[config.mk]
export PLATFORM = sky130hd
export DESIGN_NAME = clock_div_multi
export DESIGN_NICKNAME = d
export VERILOG_FILES = /design/src/rtl/clock_div_pkg.sv /design/src/rtl/clock_div_channel.sv /design/src/rtl/clock_div_multi.sv
export SDC_FILE = /design/constraint.sdc
export NUM_CORES = 1
export LEC_CHECK = 0
export ABC_CLOCK_PERIOD_IN_PS = 8800
export CAP_MARGIN = 20
export CORE_ASPECT_RATIO = 0.9
export CORE_MARGIN = 5
export CORE_UTILIZATION = 27
export CTS_CLUSTER_DIAMETER = 60
export CTS_CLUSTER_SIZE = 28
export DETAILED_ROUTE_END_ITERATION = 7
export PLACE_DENSITY = 0.53
export RECOVER_POWER = 100
export SLEW_MARGIN = 20
export SYNTH_ARGS = -nofsm -noshare
export SYNTH_HDL_FRONTEND = slang
export SYNTH_SLANG_ARGS = --single-unit
export TNS_END_PERCENT = 1
[constraint.sdc]
create_clock -name clk_in -period 8.8 [get_ports clk_in]
set_clock_uncertainty 0.15 [all_clocks]
set_input_delay 1.76 -clock clk_in [delete_from_list [all_inputs] [get_ports clk_in]]
set_output_delay 1.76 -clock clk_in [all_outputs]
set_load 0.03 [all_outputs]
[src/rtl/clock_div_pkg.sv]
// rtl/clock_div_pkg.sv - shared constants and helpers for the multi-channel clock divider
package clock_div_pkg;

  localparam int unsigned MIN_DIV = 2;

  function automatic logic [63:0] clamp_div(input logic [63:0] div);
    return (div < 64'(MIN_DIV)) ? 64'(MIN_DIV) : div;
  endfunction

  // A zero output frequency is rejected at elaboration; guard the divide anyway.
  function automatic logic [63:0] calc_default_div(input logic [63:0] clk_freq,
                                                   input logic [63:0] out_freq);
    return (out_freq == 64'd0) ? 64'(MIN_DIV) : clamp_div(clk_freq / out_freq);
  endfunction

endpackage

[src/rtl/clock_div_channel.sv]
// rtl/clock_div_channel.sv - one divider channel: active/pending divisor, counter, registered outputs
module clock_div_channel
  import clock_div_pkg::*;
#(
  parameter int               DIV_W       = 32,
  parameter logic [DIV_W-1:0] DEFAULT_DIV = DIV_W'(MIN_DIV)
) (
  input  logic             clk_in,
  input  logic             resetn,
  input  logic             enable_i,
  input  logic             restart_i,
  input  logic             wr_en_i,
  input  logic [DIV_W-1:0] wr_div_i,
  output logic             pending_o,
  output logic             clk_out_o,
  output logic             tick_o
);

  logic [DIV_W-1:0] n_q, n_d, p_q, p_d, cnt_q, cnt_d;
  logic             f_q, f_d, en_q;
  logic             clk_out_q, clk_out_d, tick_q, tick_d;
  logic             wrap, apply;
  logic [DIV_W:0]   half;

  always_comb begin
    wrap  = en_q && enable_i && (cnt_q >= n_q - DIV_W'(1));
    // New divisor only takes effect where a period starts, or at once when idle.
    apply = f_q && (restart_i || wrap || !en_q);
    n_d   = apply ? p_q : n_q;
    p_d   = p_q;
    f_d   = f_q;
    if (apply) f_d = 1'b0;
    if (wr_en_i && !f_q) begin
      p_d = DIV_W'(clamp_div(64'(wr_div_i)));
      f_d = 1'b1;
    end
    if (restart_i || !enable_i || !en_q || wrap) cnt_d = '0;
    else                                         cnt_d = cnt_q + DIV_W'(1);
    half      = ({1'b0, n_d} + (DIV_W + 1)'(1)) >> 1;
    tick_d    = enable_i && (cnt_d == '0);
    clk_out_d = enable_i && ({1'b0, cnt_d} < half);
  end

  always_ff @(posedge clk_in or negedge resetn) begin
    if (!resetn) begin
      n_q       <= DEFAULT_DIV;
      p_q       <= DEFAULT_DIV;
      f_q       <= 1'b0;
      cnt_q     <= '0;
      en_q      <= 1'b0;
      clk_out_q <= 1'b0;
      tick_q    <= 1'b0;
    end else begin
      n_q       <= n_d;
      p_q       <= p_d;
      f_q       <= f_d;
      cnt_q     <= cnt_d;
      en_q      <= enable_i;
      clk_out_q <= clk_out_d;
      tick_q    <= tick_d;
    end
  end

  assign pending_o = f_q;
  assign clk_out_o = clk_out_q;
  assign tick_o    = tick_q;

endmodule

[src/rtl/clock_div_multi.sv]
// rtl/clock_div_multi.sv - multi-channel programmable clock divider: config decode and channel array
module clock_div_multi
  import clock_div_pkg::*;
#(
  parameter longint unsigned CLK_FREQ = 100000000,
  parameter longint unsigned OUT_FREQ = 1000000,
  parameter int              NUM_CH   = 4,
  parameter int              DIV_W    = 32,
  localparam int             CH_W     = (NUM_CH > 1) ? $clog2(NUM_CH) : 1
) (
  input  logic              clk_in,
  input  logic              resetn,
  input  logic [NUM_CH-1:0] ch_enable,
  input  logic              sync_restart,
  input  logic              cfg_valid,
  output logic              cfg_ready,
  input  logic [CH_W-1:0]   cfg_ch,
  input  logic [DIV_W-1:0]  cfg_div,
  output logic [NUM_CH-1:0] clk_out,
  output logic [NUM_CH-1:0] tick
);

  localparam logic [DIV_W-1:0] DEFAULT_DIV = DIV_W'(calc_default_div(64'(CLK_FREQ), 64'(OUT_FREQ)));

  if (OUT_FREQ == 0 || OUT_FREQ > CLK_FREQ / 2) begin : g_bad_freq
    $error("clock_div_multi: OUT_FREQ must lie in 1..CLK_FREQ/2");
  end
  if (NUM_CH < 1 || NUM_CH > 16) begin : g_bad_num_ch
    $error("clock_div_multi: NUM_CH must lie in 1..16");
  end

  logic [NUM_CH-1:0] sel, pend;

  // Out-of-range cfg_ch matches no channel, so it reads as ready and is dropped.
  for (genvar i = 0; i < NUM_CH; i++) begin : g_ch
    assign sel[i] = (cfg_ch == CH_W'(i));
    clock_div_channel #(
      .DIV_W      (DIV_W),
      .DEFAULT_DIV(DEFAULT_DIV)
    ) u_ch (
      .clk_in   (clk_in),
      .resetn   (resetn),
      .enable_i (ch_enable[i]),
      .restart_i(sync_restart),
      .wr_en_i  (cfg_valid && cfg_ready && sel[i]),
      .wr_div_i (cfg_div),
      .pending_o(pend[i]),
      .clk_out_o(clk_out[i]),
      .tick_o   (tick[i])
    );
  end

  assign cfg_ready = ~|(sel & pend);

endmodule

# Yosys cells after proc, flatten, opt, wreduce, memory -nomap -nowiden
# Cells that the tools add are included.
dict set report word_totals {
  reg_bits 400
  in_bits 42
  out_inout_bits 9
  elab_cells 142
}
dict set report op_classes {
  add_sub_neg 12
  magnitude_cmp 9
  n_eq_ne 3
  n_mux 17
  bitwise 1
  n_reduce_logical 72
}
# operator count
set op_table {}
lappend op_table {{$mux 32} 9}
lappend op_table {{$add 32x1->33 const B} 4}
lappend op_table {{$add 32x1->32 const B} 4}
lappend op_table {{$ge 32x32->1} 4}
lappend op_table {{$logic_not 32->1} 4}
lappend op_table {{$lt 32x32->1} 4}
lappend op_table {{$sub 32x1->32 const B} 4}
lappend op_table {{$lt 32x2->1 const B} 1}
lappend op_table {{$logic_and 1x1->1} 29}
lappend op_table {{$logic_or 1x1->1} 20}
lappend op_table {{$logic_not 1->1} 13}
lappend op_table {{$mux 1} 8}
lappend op_table {{$reduce_bool 2->1} 4}
lappend op_table {{$and 4x4->4} 1}
lappend op_table {{$eq 2x2->1 const B} 2}
lappend op_table {{$reduce_or 4->1} 1}
lappend op_table {{$eq 2x1->1 const B} 1}
lappend op_table {{$logic_not 2->1} 1}

# Logic depth before layout (Yosys ltp)
# Gate-level depths: netlist of run 1.
dict set report logic_depth {
  ltp_word 10
  mapped_depth 37
  mapped_depth_nobuf 34
}

# Cells and area by module
# Synthesis of run 1 repeated with hierarchy kept, for this count alone.
dict set report unflattened {
  hier_cells 3217
  area_unflattened_um2 30464.2
}
# mod n_inst cells_per_inst area_per_inst_um2 seq_area_each_um2
set by_module_without_submodules {}
lappend by_module_without_submodules {{clock_div_channel at g_ch[0].u_ch ...} 2 779 7425.9 2509.9}
lappend by_module_without_submodules {{clock_div_channel at g_ch[1].u_ch} 1 850 7997.7 2509.9}
lappend by_module_without_submodules {{clock_div_channel at g_ch[3].u_ch} 1 802 7551.0 2509.9}
lappend by_module_without_submodules {clock_div_multi 1 7 63.8 0.0}

# Worst setup path after synthesis of run 1
# Ideal clock, no wire load.
dict set report synth_path {
  kind {flip-flop to flip-flop}
  start {register g_ch[1].u_ch.n_q[12]}
  end {register g_ch[1].u_ch.clk_out_q}
  setup_ps 149
  t_arrival_ps 7840
  t_required_ps 8501
  path_slack_ps 661
  path_stages_with_launch 36
  n_path_buf 2
  synth_period_minus_slack_ps 8139
  path_cell_list {dfrtp_1 > or4_1 > or3_1 > or4_1 > nor4_4 > nand3_1 > nor3b_1 > xnor2_1 > ha_1 > nand4_1 > nor4_1 > nand2_1 > o21ai_0 > nor3_1 > a21oi_2 > clkbuf_1 > buf_2 > nand2_1 > o21ai_0 > ha_1 > nand4_1 > or3_1 > nor2_1 > nand2_1 > or3_1 > a22o_1 > xor2_1 > ha_1 > nand4_1 > nor3_1 > nand4_1 > nor4_1 > o21ai_0 > o211a_1 > nand4_1 > a41oi_1}
}
dict set report synth_via {
  elab_chain_cells 10
  elab_cells_between_ends 12
  classes_between {add/sub: 2; order compare: 2; mux: 2; reduce/logical: 6}
}
# element line
set synth_rtl {}
lappend synth_rtl {{start, declared} clock_div_channel.sv:19} ;# logic [DIV_W-1:0] n_q, n_d, p_q, p_d, cnt_q, cnt_d;
lappend synth_rtl {{start signal, assigned} clock_div_channel.sv:54} ;# n_q <= n_d;
lappend synth_rtl {{$sub 32x1->32} clock_div_channel.sv:26} ;# wrap = en_q && enable_i && (cnt_q >= n_q - DIV_W'(1));
lappend synth_rtl {{$ge 32x32->1} clock_div_channel.sv:26}
lappend synth_rtl {{$logic_and 1x1->1} clock_div_channel.sv:26}
lappend synth_rtl {{$logic_or 1x1->1 (2 in a row)} clock_div_channel.sv:28} ;# apply = f_q && (restart_i || wrap || !en_q);
lappend synth_rtl {{$logic_and 1x1->1} clock_div_channel.sv:28}
lappend synth_rtl {{$mux 32} clock_div_channel.sv:29} ;# n_d = apply ? p_q : n_q;
lappend synth_rtl {{via g_ch[1].u_ch.n_d[1]} clock_div_channel.sv:19}
lappend synth_rtl {{$add 32x1->33} clock_div_channel.sv:39} ;# half = ({1'b0, n_d} + (DIV_W + 1)'(1)) >> 1;
lappend synth_rtl {{$lt 32x32->1} clock_div_channel.sv:41} ;# clk_out_d = enable_i && ({1'b0, cnt_d} < half);
lappend synth_rtl {{$logic_and 1x1->1} clock_div_channel.sv:41}
lappend synth_rtl {{via g_ch[1].u_ch.clk_out_d} clock_div_channel.sv:21} ;# logic clk_out_q, clk_out_d, tick_q, tick_d;
lappend synth_rtl {{end signal, assigned} clock_div_channel.sv:59} ;# clk_out_q <= clk_out_d;
lappend synth_rtl {{end, declared} clock_div_channel.sv:21}
# The timed path passes the listed nets, and every way through them passes these cells.
# A chain may end at the register's enable or synchronous reset.

# Worst setup path in the final report of run 1
dict set report layout_path {
  start {register g_ch[0].u_ch.n_q[9]}
  end {register g_ch[0].u_ch.clk_out_q}
}
dict set report layout_via {
  elab_chain_cells 10
  elab_cells_between_ends 12
  classes_between {add/sub: 2; order compare: 2; mux: 2; reduce/logical: 6}
}
# element line
set layout_rtl {}
lappend layout_rtl {{start, declared} clock_div_channel.sv:19}
lappend layout_rtl {{start signal, assigned} clock_div_channel.sv:54}
lappend layout_rtl {{$sub 32x1->32} clock_div_channel.sv:26}
lappend layout_rtl {{$ge 32x32->1} clock_div_channel.sv:26}
lappend layout_rtl {{$logic_and 1x1->1} clock_div_channel.sv:26}
lappend layout_rtl {{$logic_or 1x1->1 (2 in a row)} clock_div_channel.sv:28}
lappend layout_rtl {{$logic_and 1x1->1} clock_div_channel.sv:28}
lappend layout_rtl {{$mux 32} clock_div_channel.sv:29}
lappend layout_rtl {{via g_ch[0].u_ch.n_d[0]} clock_div_channel.sv:19}
lappend layout_rtl {{$add 32x1->33} clock_div_channel.sv:39}
lappend layout_rtl {{$lt 32x32->1} clock_div_channel.sv:41}
lappend layout_rtl {{$logic_and 1x1->1} clock_div_channel.sv:41}
lappend layout_rtl {{via g_ch[0].u_ch.clk_out_d} clock_div_channel.sv:21}
lappend layout_rtl {{end signal, assigned} clock_div_channel.sv:59}
lappend layout_rtl {{end, declared} clock_div_channel.sv:21}
# The timed path passes the listed nets, and every way through them passes these cells.

==> results_dict.tcl, run 1 <==
set metrics [dict create \
    hold_path.class "reg -> reg" \
    cpMostUsedCell "ha_1" \
    slew_violations 203 \
    syn_to_final_growth_pct 12.96 \
    finalHoldViolCount 0 \
    final_net_count 3540 \
    max_stage_delay_ns 0.59 \
    dieArea_mm2 0.1160 \
    htree_levels 2 \
    vias 23751 \
    rsz0062_at_grt "yes" \
    synth_xor_area_share_pct 11.08 \
    synth_edf_count 0 \
    cp_slowest_cell "or4_1" \
    synth_top_family_by_area "simple AND/OR/NAND/NOR gates" \
    critical_path.endpoint_type "flop" \
    finalCritPeriodShare_pct 93.78 \
    cts.clk_slew.worst_paths_ns 0.08 \
    grt_util_all_layers_pct 14.70 \
    synth_cell_type_count 83 \
    synth_seq_cells 400 \
    yosys_warnings 0 \
    internal_power_uw 4224 \
    grt_max_degree 159 \
    power.switching_fraction_pct 40.04 \
    fill_cells 11484 \
    drc 0 \
    first_pass_iters 5 \
    syn_area_mm2 0.02950 \
    syn-instance-count 3215 \
    port_buffers 50 \
    setup_viol 0 \
    crit_required_ns 9.12 \
    viasPerCell 5.025 \
    cts_made_buffers 40 \
    cts_root_buf "clkbuf_16" \
    p_comb_share_pct 31.1 \
    synth-simple-area-share_pct 22.21 \
    start_util_pct 27.08 \
    drtAntennaViolNets 0 \
    synth_area_leader_cell "dfrtp_1" \
    synth_fa_ha_area_share_pct 11.20 \
    cap_violations 4 \
    p_per_area_mw_per_mm2 211.4 \
    worst_slew_pin_slew_ns 5.664 \
    die_w_um 358.4 \
    avgSynthCellArea_um2 9.175 \
    ir_worst_vdd_mv 0.1361 \
    hold_slack_ns 0.3634 \
    place_congestion 0.8439 \
    p_switching_uw 2821 \
    grt_use_met2_pct 22.70 \
    cts_sinks 400 \
    fin_area_mm2 0.03332 \
    muxShareOfSynthArea_pct 9.985 \
    ys_dominant_reg_cell "dfrtp_1" \
    wl_per_cell_um 18.25 \
    syn_nets 3521 \
    grt_pass1_wl_mm 136.2 \
    gr-total-overflow 0 \
    synth_area_leaders "dfrtp_1, ha_1, mux2_2, xnor2_1, xor2_1" \
    hpwlAfterDp_mm 66.71 \
    grt-busiest-layer "met2" \
    clkPwrFrac_pct 28.3 \
    power_frac_seq_pct 40.6 \
    grt_pass1_vias 23229 \
    fmaxAchievable_mhz 121.2 \
    start_kind "flop" \
    min_period_ns 8.253 \
    outcome "finished, violations left" \
    maxSlewHeadroom_pct -277.6 \
    synth-compound-area-share_pct 8.776 \
    clk_latency_ns 0.61 \
    violations "capacitance limit, slew limit" \
    routed_wl_mm 86.27 \
    drive_above_1_share_pct 12.01 \
    cts_buffer_depth 3 \
    grt_antenna_before_repair 6 \
    cts_tree "built" \
    io-pin-count 51 \
    critical_path_class "reg -> reg" \
    grtUsageMet3_pct 2.120 \
    cp_max_fo 10 \
    reg2reg_slack_ns 0.55 \
    arrival_ns 8.57 \
    seq_area_frac_synth_pct 34.04 \
    die_h_um 323.6 \
    core_mm2 0.1089 \
    dpl-instance-area_mm2 0.03174 \
    synth_top_area_share_pct 31.90 \
    use_met1_pct 22.01 \
    drt-initial-drc-count 1564 \
    row_count 115 \
    ys_async_sr_fraction_pct 100.0 \
    leakage_uw 0.01353 \
]
## registers in the layout, summed over array words and instances (netlist names)
| name | cells |
|---|---|
| g_ch.u_ch.clk_out_o | 4 |
| g_ch.u_ch.en_q | 4 |
| g_ch.u_ch.tick_o | 4 |
| g_ch.u_ch.pending_o | 4 |
| g_ch.u_ch.p_q | 128 |
| g_ch.u_ch.cnt_q | 128 |
| g_ch.u_ch.n_q | 128 |
## through the flow
| stage | total power [uW] | worst slack, ns | utilization (%) | setup TNS, ns | cells |
|---|---|---|---|---|---|
| 6_report | 7045 | 0.5472 | 30.59 | 0 | 4727 |
| 5_1_grt | 7540 | -0.04479 | 30.59 | -0.04479 | 4726 |
| 4_1_cts | 7110 | 0.001464 | 30.53 | 0 | 4725 |
| 3_5_place_dp | 5068 | 0.08650 | 29.14 | 0 | 4653 |
| 3_3_place_gp | 5047 | 0.2867 | 29.14 | 0 | 4653 |
| 2_1_floorplan | 4343 | 0.6614 | - | 0 | 3215 |
## cell type report
type	instances	area [um^2]	area share, %
timing repair buffer	98	845.8	2.538
antenna	1	2.502	0.007510
clock buffer	41	1026	3.079
multi-input combinational	2619	18810	56.45
tap	1462	1829	5.490
inverter	75	281.5	0.8449
clock inverter	31	486.7	1.461
sequential	400	10040	30.13
## repair_timing
item / CTS / global route
hold buffers: 0 / 0
gates resized for setup: 0 / 26
setup endpoints to repair: 0 / 3
setup buffers: 0 / 1
## synthesized netlist by cell type (30+ instances only)
cell type	instances
nand4_1	125
nand2_1	306
and3_1	66
inv_1	75
nor3_1	101
ha_1	264
mux2_2	204
nor2b_1	30
nand3_1	150
nor4_1	64
dfrtp_1	376
xnor2_1	224
a21oi_1	112
o21ai_0	97
nor2_1	309
a21o_1	62
xor2_1	149
mux2i_1	62
clkbuf_1	92
## layout by cell type, fill, tap and decap left out, types with 7 or more instances in the layout
cell | netlist | final
nor3b_1 | 10 | 9
nand3_1 | 150 | 149
ha_1 | 264 | 263
o21ai_0 | 97 | 94
nor2_1 | 309 | 309
nand2_1 | 306 | 306
and2_1 | 21 | 21
clkbuf_16 | 0 | 41
clkdlybuf4s50_1 | 0 | 35
and3_1 | 66 | 66
nor3_1 | 101 | 98
nand4_1 | 125 | 125
dlygate4sd3_1 | 0 | 14
a21oi_1 | 112 | 110
or2_2 | 7 | 7
buf_4 | 10 | 40
xnor2_1 | 224 | 224
nand2b_1 | 17 | 17
a21o_1 | 62 | 62
a31oi_1 | 25 | 25
dfrtp_1 | 376 | 376
mux2_2 | 204 | 204
nor2b_1 | 30 | 29
mux2i_1 | 62 | 61
or4_1 | 18 | 17
and4_1 | 28 | 28
a211oi_1 | 8 | 8
o21a_1 | 7 | 7
nand3b_1 | 7 | 7
nor4_1 | 64 | 58
xor2_1 | 149 | 149
a41oi_1 | 8 | 8
o22ai_1 | 7 | 7
or3_1 | 29 | 29
inv_1 | 75 | 75
o211ai_1 | 8 | 8
dfstp_2 | 24 | 24
## power groups by stage
stage / registers [uW] / logic, uW / clock network, uW
floorplan: 2580 / 1760 / 0
global placement: 2890 / 2160 / 0
detailed placement: 2890 / 2180 / 0
CTS: 2860 / 2190 / 2060
global route: 2940 / 2480 / 2120
finish: 2860 / 2190 / 1990
## per-layer routing
layer,wire length (um),part of all wire [%],vias to the layer above
met4,1319,1.5,2
met2,37460,43,467
li1,-,-,11676
met3,4253,4.9,81
met1,43200,50,11525
met5,45,0.052,-
## kinds of logic (layout without fill, tap and decap cells)
group | Yosys count | after routing
buffers and inverters | 196 | 245
AND/OR/NAND/NOR | 1311 | 1311
adder cells (fa/ha/maj) | 264 | 264
AO/OA/AOI/OAI | 403 | 403
XOR/XNOR | 373 | 373
multiplexers | 268 | 268
other | 0 | 1
flip-flops | 400 | 400
## worst max-delay path, delay by kind of cell (launching register included)
family / cells / cell delay, ns
AND/OR/NAND/NOR: 20 / 5.42
AO/OA/AOI/OAI: 4 / 1.09
adder cells (fa/ha/maj): 3 / 0.92
flip-flops: 1 / 0.45
XOR/XNOR: 1 / 0.10
## path summary, 6_finish.rpt
| kind | end | from | depth (start not counted) |
|---|---|---|---|
| setup / recovery | g_ch[0].u_ch.clk_out_o | g_ch[0].u_ch.n_q[9] | 28 |
| hold / removal | g_ch[2].u_ch.p_q[31] | g_ch[2].u_ch.p_q[31] | 1 |
| setup reg to reg | g_ch[0].u_ch.clk_out_o | g_ch[0].u_ch.n_q[9] | 28 |
| hold reg to reg | g_ch[2].u_ch.p_q[31] | g_ch[2].u_ch.p_q[31] | 1 |
| max in group asynchronous | g_ch[1].u_ch.cnt_q[13] | resetn | 2 |
| min in group asynchronous | g_ch[3].u_ch.cnt_q[26] | resetn | 1 |
No activity file was read; power rests on OpenSTA's default activity.
==> run 2, diff against run 1 <==
Settings changed: CTS_CLUSTER_SIZE 28 to 20.
==> run 2 against run 1 <==
  * The run still ends with capacitance limit, slew limit left
  * Combinational power about the same
  * Global-route usage about the same
  * Setup slack worse by 0.0026 ns
  * Clock power down 2%
==> results_dict.tcl, run 2 (synthesized netlist as in run 1, its figures left out) <==
set metrics [dict create \
    wl_per_cell_um 18.19 \
    die_h_um 323.6 \
    violations "capacitance limit, slew limit" \
    setup_viol 0 \
    cts_buffer_depth 3 \
    routed_wl_mm 86.06 \
    cts.clk_slew.worst_paths_ns 0.08 \
    drtAntennaViolNets 0 \
    grt_pass1_vias 23269 \
    arrival_ns 8.58 \
    port_buffers 50 \
    path_delay_family "simple AND/OR/NAND/NOR gates" \
    slew_violations 203 \
    grt_pass1_wl_mm 135.9 \
    htree_levels 2 \
    final_net_count 3541 \
    fin_ws_ns 0.5446 \
    max_stage_delay_ns 0.59 \
    leakage_uw 0.01352 \
    cts.hold.buffers_added 0 \
    dpl-instance-area_mm2 0.03174 \
    cp_max_fo 10 \
    rr_worst_depth 28 \
    drive_above_1_share_pct 12.06 \
    viasPerCell 5.019 \
    cp.depth 28 \
    start_kind "flop" \
    clk_latency_ns 0.61 \
    io-pin-count 51 \
    finalCritPeriodShare_pct 93.81 \
    vias 23748 \
    ir_worst_vdd_mv 0.1290 \
    maxSlewHeadroom_pct -275.0 \
    hp-start "g_ch[3].u_ch.p_q[31]" \
    path_buf_inv 0 \
    cap_violations 4 \
    syn_to_final_growth_pct 12.79 \
    reg2reg_slack_ns 0.54 \
    fmaxAchievable_mhz 121.1 \
    hold_path.class "reg -> reg" \
    cts_tree "built" \
    hpwlAfterDp_mm 66.71 \
    first_pass_iters 6 \
    cts_made_buffers 41 \
    crit_start "g_ch[0].u_ch.n_q[9]" \
    pre_cts_slack_ns 0.08650 \
    cts_root_buf "clkbuf_16" \
    drc 0 \
    critPathCapture "g_ch[0].u_ch.clk_out_o" \
    r2r_start "g_ch[0].u_ch.n_q[9]" \
    reg_top3 "g_ch.u_ch.cnt_q (128), g_ch.u_ch.n_q (128), g_ch.u_ch.p_q (128)" \
    dieArea_mm2 0.1160 \
    grt_max_degree 159 \
    final_common_cell "dfrtp_1" \
    start_util_pct 27.08 \
    cpMostUsedCell "ha_1" \
    die_w_um 358.4 \
    outcome "finished, violations left" \
    tns_ns 0 \
    mostFrequentLayoutCells "dfrtp_1, nor2_1, nand2_1" \
    grt_util_all_layers_pct 14.68 \
    row_count 115 \
    drt-initial-drc-count 1623 \
    critical_path.endpoint_type "flop" \
    gr-total-overflow 0 \
    p_per_area_mw_per_mm2 210.4 \
    place_congestion 0.8439 \
    crit_required_ns 9.12 \
    worst_slew_pin_slew_ns 5.625 \
    core_mm2 0.1089 \
    fin_area_mm2 0.03327 \
    rsz0062_at_grt "yes" \
    critical_path_class "reg -> reg" \
    min_period_ns 8.255 \
    cts_sinks 400 \
    cp_slowest_cell "or4_1" \
    finalHoldViolCount 0 \
    grt_antenna_before_repair 5 \
    r2r-end "g_ch[0].u_ch.clk_out_o" \
]
[run 2: where the power goes]
| part | switching [uW] | internal [uW] |
|---|---|---|
| clock | 959 | 990 |
| combinational | 1190 | 1000 |
| sequential | 618 | 2240 |
[run 2: how the worst min path moves through the flow]
stage / end / cells past startpoint
after floorplan: g_ch[2].u_ch.pending_o / 1
after global placement: g_ch[2].u_ch.p_q[31] / 1
after detailed placement: g_ch[2].u_ch.p_q[31] / 1
after CTS: g_ch[2].u_ch.p_q[31] / 1
after global routing: g_ch[2].u_ch.p_q[31] / 1
final: g_ch[3].u_ch.p_q[31] / 1
[run 2: metrics by stage]
stage	std cells	hold slack, ns	total power [uW]	utilization, %
after global placement	4653	0.3426	5047	29.14
final	4732	0.3616	6999	30.54
after global routing	4730	0.3927	7491	30.54
after CTS	4729	0.3669	7068	30.48
after floorplan	3215	0.3162	4343	-
after detailed placement	4653	0.3505	5068	29.14
[run 2: final cells by class]
class	instances	area, um^2
Inverter	75	281.5
Fill cell	11492	75650
Sequential cell	400	10040
Clock inverter	32	384.1
Clock buffer	44	1080
Timing Repair Buffer	98	842.1
Tap cell	1462	1829
Antenna cell	2	5.005
Multi-Input combinational cell	2619	18810
[run 2: routing by layer]
layer  routed length, um  vias up  global-route usage, %
met5                   0        -                      0
met2               37430      492                  22.66
li1                    -    11678                      -
met4                1451        0                  2.758
met1               41970    11491                  21.99
met3                5203       87                  2.030
[run 2: worst register-to-register path: cells and delay by family (launching register included)]
family | cells | cell delay (ns)
simple gates | 20 | 5.43
flops | 1 | 0.45
xor+xnor | 1 | 0.10
fa+ha+maj | 3 | 0.91
compound gates | 4 | 1.08
[run 2: repair_timing]
item                                    in CTS  in global routing
gates resized for setup                      0                 26
setup buffers                                0                  1
endpoints found under the setup margin       0                  3
hold endpoints to repair                     0                  0
